--- src/rtl/cond_pkg.sv ---
// Shared definitions for the condition/flags unit: ARM condition codes,
// NZCV bit positions and the controller state encoding.
package cond_pkg;

  localparam logic [3:0] COND_EQ = 4'b0000;
  localparam logic [3:0] COND_NE = 4'b0001;
  localparam logic [3:0] COND_CS = 4'b0010;
  localparam logic [3:0] COND_CC = 4'b0011;
  localparam logic [3:0] COND_MI = 4'b0100;
  localparam logic [3:0] COND_PL = 4'b0101;
  localparam logic [3:0] COND_VS = 4'b0110;
  localparam logic [3:0] COND_VC = 4'b0111;
  localparam logic [3:0] COND_HI = 4'b1000;
  localparam logic [3:0] COND_LS = 4'b1001;
  localparam logic [3:0] COND_GE = 4'b1010;
  localparam logic [3:0] COND_LT = 4'b1011;
  localparam logic [3:0] COND_GT = 4'b1100;
  localparam logic [3:0] COND_LE = 4'b1101;
  localparam logic [3:0] COND_AL = 4'b1110;
  localparam logic [3:0] COND_NV = 4'b1111;

  localparam int N = 3;
  localparam int Z = 2;
  localparam int C = 1;
  localparam int V = 0;

  typedef enum logic [1:0] {
    S_IDLE = 2'b00,
    S_EXEC = 2'b01,
    S_WB   = 2'b10
  } state_t;

endpackage

--- src/rtl/cond_eval.sv ---
// Combinational ARM condition evaluator: decides whether an instruction with
// condition field Cond executes under the given NZCV flags.
module cond_eval
  import cond_pkg::*;
(
  input  logic [3:0] Cond,
  input  logic [3:0] Flags,
  output logic       CondEx
);

  logic n, z, c, v;

  assign n = Flags[N];
  assign z = Flags[Z];
  assign c = Flags[C];
  assign v = Flags[V];

  always_comb begin
    CondEx = 1'b0;
    case (Cond)
      COND_EQ: CondEx = z;
      COND_NE: CondEx = ~z;
      COND_CS: CondEx = c;
      COND_CC: CondEx = ~c;
      COND_MI: CondEx = n;
      COND_PL: CondEx = ~n;
      COND_VS: CondEx = v;
      COND_VC: CondEx = ~v;
      COND_HI: CondEx = c & ~z;
      COND_LS: CondEx = ~c | z;
      COND_GE: CondEx = (n == v);
      COND_LT: CondEx = (n != v);
      COND_GT: CondEx = ~z & (n == v);
      COND_LE: CondEx = z | (n != v);
      COND_AL: CondEx = 1'b1;
      COND_NV: CondEx = 1'b0;
      default: CondEx = 1'b0;
    endcase
  end

endmodule

--- src/rtl/cond_unit.sv ---
// Multicycle condition/flags unit: holds NZCV, evaluates each accepted
// instruction's condition, commits ALU flags and issues one-cycle write strobes.
module cond_unit
  import cond_pkg::*;
#(
  parameter logic [3:0] FLAGS_RESET = 4'b0000
) (
  input  logic       clk,
  input  logic       reset,
  input  logic       ExValid,
  output logic       Ready,
  input  logic [3:0] Cond,
  input  logic [1:0] FlagW,
  input  logic       PCS,
  input  logic       RegW,
  input  logic       MemW,
  input  logic       NoWrite,
  input  logic [3:0] ALUFlags,
  output logic [3:0] Flags,
  output logic       CondEx,
  output logic       PCSrc,
  output logic       RegWrite,
  output logic       MemWrite
);

  state_t     state, state_next;
  logic [3:0] cond_q;
  logic [1:0] flag_w_q;
  logic       pcs_q, reg_w_q, mem_w_q, no_write_q;
  logic       cond_ex_eval;
  logic       accept;
  logic       commit;

  cond_eval u_cond_eval (
    .Cond   (Cond),
    .Flags  (Flags),
    .CondEx (cond_ex_eval)
  );

  assign accept = ExValid & Ready;
  // The reserved code can never commit, even if CondEx were corrupted.
  assign commit = CondEx & (cond_q != COND_NV);

  always_comb begin
    state_next = state;
    case (state)
      S_IDLE: begin
        if (ExValid) state_next = S_EXEC;
        else         state_next = S_IDLE;
      end
      S_EXEC: state_next = S_WB;
      S_WB: begin
        if (ExValid) state_next = S_EXEC;
        else         state_next = S_IDLE;
      end
      default: state_next = S_IDLE;
    endcase
  end

  always_ff @(posedge clk) begin
    if (!reset) begin
      state      <= S_IDLE;
      Ready      <= 1'b1;
      Flags      <= FLAGS_RESET;
      CondEx     <= 1'b0;
      PCSrc      <= 1'b0;
      RegWrite   <= 1'b0;
      MemWrite   <= 1'b0;
      cond_q     <= 4'b0000;
      flag_w_q   <= 2'b00;
      pcs_q      <= 1'b0;
      reg_w_q    <= 1'b0;
      mem_w_q    <= 1'b0;
      no_write_q <= 1'b0;
    end else begin
      state    <= state_next;
      Ready    <= (state_next != S_EXEC);
      PCSrc    <= 1'b0;
      RegWrite <= 1'b0;
      MemWrite <= 1'b0;
      if (accept) begin
        cond_q     <= Cond;
        flag_w_q   <= FlagW;
        pcs_q      <= PCS;
        reg_w_q    <= RegW;
        mem_w_q    <= MemW;
        no_write_q <= NoWrite;
        CondEx     <= cond_ex_eval;
      end
      // Strobes are registered at the end of EXEC so they are high during WB.
      if (state == S_EXEC) begin
        if (commit && flag_w_q[1]) Flags[N:Z] <= ALUFlags[N:Z];
        if (commit && flag_w_q[0]) Flags[C:V] <= ALUFlags[C:V];
        PCSrc    <= pcs_q & commit;
        RegWrite <= reg_w_q & ~no_write_q & commit;
        MemWrite <= mem_w_q & commit;
      end
    end
  end

endmodule
--- config.mk ---
export PLATFORM = sky130hd
export DESIGN_NAME = cond_unit
export DESIGN_NICKNAME = d
export VERILOG_FILES = /design/src/rtl/cond_pkg.sv /design/src/rtl/cond_eval.sv /design/src/rtl/cond_unit.sv
export SDC_FILE = /design/constraint.sdc
export NUM_CORES = 1
export LEC_CHECK = 0
export CORE_MARGIN = 3
export CORE_UTILIZATION = 45
export DETAILED_ROUTE_END_ITERATION = 8
export PLACE_DENSITY = 0.78
export SLEW_MARGIN = 15
export SYNTH_ARGS = -nofsm -noshare
export SYNTH_HDL_FRONTEND = slang
export SYNTH_SLANG_ARGS = --single-unit
--- constraint.sdc ---
create_clock -name clk -period 2.9 [get_ports clk]
set_input_delay 0.58 -clock clk [delete_from_list [all_inputs] [get_ports clk]]
set_output_delay 0.58 -clock clk [all_outputs]
set_load 0.02 [all_outputs]
* Word-level counts from Yosys, hierarchy flattened
Index checks and enable logic that the tools add are counted. W data, S select, Z words.
Cells by class: eq/ne operators 21, muxes and demuxes 3, bitwise logic cells 15, reductions and logical operators 8
Operator list (count):
- $eq A4 B4 Y1 const B | 8
- $eq A4 B3 Y1 const B | 4
- $pmux W1 S16 | 1
- $and A1 B1 Y1 | 8
- $eq A4 B2 Y1 const B | 2
- $reduce_and A2 Y1 | 3
- $not A1 Y1 | 5
- $eq A4 B1 Y1 const B | 1
- $logic_not A4 Y1 | 1
- $ne A4 B4 Y1 const B | 1
- $pmux W2 S2 | 1
- $eq A2 B1 Y1 const B | 1
- $eq A2 B2 Y1 const B | 1
- $logic_and A1 B1 Y1 | 2
- $logic_not A2 Y1 | 1
- $ne A2 B1 Y1 const B | 1
- $or A1 B1 Y1 | 2
- $reduce_or A2 Y1 | 1
- $eq A1 B1 Y1 | 1
- $mux W1 | 1
- $ne A1 B1 Y1 | 1
Word-level totals: bits in registers 21, input port bits 17

* Longest topological paths before layout
depth in word-level cells 4, mapped depth 5

* By module
From an unflattened synthesis, not the netlist that was laid out.
Second synthesis, totals: cell total of the unflattened synthesis 107, area total of the unflattened synthesis 934.6 sq um
Modules (own cells, without submodules):
- cond_unit | times used 1, cells each 84, area each 779.5 sq um
- cond_eval | times used 1, cells each 23, area each 155.1 sq um

* Worst setup path after synthesis
No wires, ideal clock.
path type input -> register, from input Cond[2], to register CondEx, setup time 0.124 ns, arrival 1.484 ns, slack 1.292 ns, cell stages on the path 5, path buffers 1, cells stage by stage buf_6 -> mux4_2 -> xnor2_1 -> a21oi_1 -> a21boi_1
On the way: longest elaborated chain between the ends 2, elaborated cells on any way between the ends 17
Ends and longest elaborated chain:
- start, declared | line cond_unit.sv:12 | input logic [3:0] Cond,
- $eq A4 B4 Y1, or another cell as far along | line cond_eval.sv:20 | case (Cond)
- $pmux W1 S16 (*) | line cond_eval.sv:20
- end signal, assigned | line cond_unit.sv:88 | CondEx <= cond_ex_eval;
- end, declared | line cond_unit.sv:20 | output logic CondEx,
Every way passes the cells marked *; elsewhere a longest branch is shown, timed or not. A chain may end at the register's enable or synchronous reset.

* Final worst setup path
from register Flags[1], to output Flags[1]
RTL lines:
- start, declared | line cond_unit.sv:19 | output logic [3:0] Flags,
- start signal, assigned by index | line cond_unit.sv:92 | if (commit && flag_w_q[1]) Flags[N:Z] <= ALUFlags[N:Z];
- start signal, assigned by index | line cond_unit.sv:93 | if (commit && flag_w_q[0]) Flags[C:V] <= ALUFlags[C:V];
No word-level cell between the ends.

==> metrics <==
worst flop-to-flop path endpoint CondEx; H-tree depth reported by CTS 1; vias per std cell between 5 and 6; multi-input combinational cell area roughly 430 um^2; cell type with the highest aggregate area in the netlist dfxtp_1; worst hold stages 2; number of buffers on the longest clock path 2; final cycle utilization of the critical path approximately two thirds; category of the worst setup path capture point output pin; run status finished clean; clock sinks 21; start point of the worst min-delay path mem_w_q; EDFF count, synth 0; drt first pass iters 3; power density cells 439 nW/um^2; worst path arrival time ~1400 ps; count of antenna-violating nets left after detailed routing 0; top fanout value on the critical path 6; cell with the most instances after synthesis nand2_1; static power due to leakage roughly 0.43 nW; number of buffers added by the clock tree synthesis step 3; class of the tightest hold or removal check flip-flop to flip-flop; post-synth cell types 26; CP required roughly 2300 ps; area share of the largest cell type after synthesis 47.5%; leading cell types by count after synthesis 27 x nand2_1, 21 x dfxtp_1, 13 x a21boi_1; number of global-route vias before repair ~710; via count ~750; R2R Path Start Flags[1]; ratio of cells with drive above 1 in the final layout between 4 and 5%; shortest clock period the worst path allows after layout around 2000 ps; Worst VDD drop 0.304 mV; wire length of the first global-routing pass around 3.1 mm; post-synthesis adder-cell area fraction 0%; Max Cap Viol 0; Top Family by Delay on Critical Path buffers and inverters; TritonCTS clock tree yes; routed length per instance about 13 um; area enclosed by the die boundary between 2000 and 3000 um^2; post-CTS repair timing setup buffer count 0; Internal Power approximately 0.00039 W; switching share of power about a quarter; overall routed net length about 1.9 mm; area of all sequential standard cells between 400 and 500 um^2; Post-Synthesis Cell Area around 890 um^2; worst-margin pin slew 549 ps; width of the die 50.4 um; most instantiated flip-flop cell in the synthesis netlist dfxtp_1; xor and xnor fraction of the mapped netlist area slightly below 3%; Comb power frac between 10 and 15%; Slew Viols, Final 0; final hold slack 457 ps; endpoints failing setup 0; Filler Cells Inserted about 150; register share of total power around three fifths; total routing usage reported by global routing between 15 and 20%; Mapped Cells a little over 100; setup skew after layout about 1.8 ps; max incr delay on CP 640 ps; syn_nets between 100 and 150; fin nets 142; clock share of power between 20% and 30%; number of rows in the core area 15; number of flip-flops and latches in the synthesized netlist 21; average instance area after synthesis approximately 8.8 um^2; count of buffering cells on the critical path with inverters included 1; number of resized instances in the post-cts repair step 0; fraction of synthesized area in multiplexers ~2.5%; achievable frequency between 500 and 600 MHz; area of the core region around 1800 um^2; hold-critical path endpoint mem_w_q; Compound-Gate Fraction of Synth Area 16.4%; 1st-iter DRT viols 14; highest-delay cell along the critical path clkdlybuf4s50_1; vertical die dimension between 50 and 60 um; hold violation count in the final report 0; Port Buffer Count 25; share of synthesized flip-flops with an asynchronous set or reset 0%; RePlAce Congestion approximately 0.80; pin count of the biggest net entering global routing 21; number of antenna violations at the first check in global routing 0; clock latency at the later pin of the worst-skew pair ~300 ps; post-route standard cell area excluding fillers between 1000 and 1500 um^2; CTS root buf clkbuf_4; crit-path cells clkdlybuf4s50_1; Placed Area between 1000 and 1500 um^2; post-detailed-route DRC marker count 0; sequential area share after synthesis 47.5%; top-level I/O count 26; top post-synthesis cells by area dfxtp_1 47%, nand2_1 11%, a21boi_1 11%, nand3_1 3.4%, xnor2_1 3.0%; Layout area overhead 31.4%; synth warn 0; remaining max-slew budget at the tightest pin between 60% and 70%; antenna diode instance count 0; Worst Reg-to-Reg Cells 4; gr ovfl total 0; Sum Neg Setup Slack 0 ps; # hold bufs at CTS 0; final core occ roughly two thirds; simple-gate area share of the yosys netlist 26.8%; setup repair after global routing missed its margin false; effective utilization at floorplan about half; main combinational cell family by area after synthesis simple AND/OR/NAND/NOR gates; setup slack of the most critical reg-to-reg path about 1600 ps; Switch Pwr 0.000119 W; register clock-pin slew on the reported worst setup and hold paths ~110 ps; Worst Setup Start Kind flip-flop; Worst Path Class, Setup flip-flop to output pin
how the worst max path moves through the flow:
stage	startpoint	endpoint	slack, ps	depth (start not counted)
after floorplan	Cond[2]	CondEx	1290	5
after global placement	Cond[2]	CondEx	720	5
after detailed placement	Cond[2]	CondEx	690	5
after CTS	Flags[1]	Flags[1]	920	1
after global routing	Flags[1]	Flags[1]	870	1
final	Flags[1]	Flags[1]	940	1
tightest hold or removal path: cells and delay by family, from the launching register on:
family,cells,cell delay [ps]
AOI/OAI and AO/OA,1,50
and+or+nand+nor,1,50
DFF,1,320
power by group through the flow:
stage               logic (W)  clock network (W)  registers, W
floorplan           0.0000330                  0      0.000315
global placement    0.0000670                  0      0.000313
detailed placement  0.0000685                  0      0.000314
CTS                 0.0000689           0.000143      0.000307
global route        0.0000743           0.000158      0.000308
finish              0.0000683           0.000136      0.000307
cell usage in the layout, fill, tap and decap left out, types with 2 or more instances in the layout:
master and count:
a21boi_1 13, a21boi_0 2, nor2_1 3, clkdlybuf4s50_1 25, dfxtp_1 21, and3_1 2
and2_1 2, nand3_1 6, nand2_1 27, clkbuf_4 3, xnor2_1 3, and3b_1 2
per-stage QoR:
stage,cells,total power [W],worst slack (ps)
finish,149,0.000511,939
global route,149,0.000541,873
CTS,149,0.000519,924
detailed placement,145,0.000382,688
global placement,145,0.000380,717
floorplan,101,0.000348,1290
layer usage:
layer  GRT usage [%]  up-vias  part of all wire, %
li1                -      389                    -
met1            18.0      334                   42
met2            27.6       19                   50
met3            2.97        6                  5.2
met4            11.7        0                  2.8
met5               0        -                    0
sequential cells by signal, indices dropped and copies added (netlist names):
signal	cells
CondEx	1
PCSrc	1
cond_q	4
state	2
reg_w_q	1
Flags	4
flag_w_q	2
MemWrite	1
pcs_q	1
RegWrite	1
no_write_q	1
mem_w_q	1
Ready	1
layout make-up:
cell class / count / share of cell area [%]
multi-input cells: 73 / 37.1
flip-flops and latches: 21 / 36.1
repair buffers: 25 / 21.5
well taps: 25 / 2.69
clock buffers: 4 / 2.26
inverters: 1 / 0.323
kinds of logic after synthesis:
logic type,count (synthesis)
flip-flops,21
XOR/XNOR,3
multiplexers,1
buffers and inverters,7
AO/OA/AOI/OAI,20
AND/OR/NAND/NOR,49
Power figures use the tool's default switching activity.
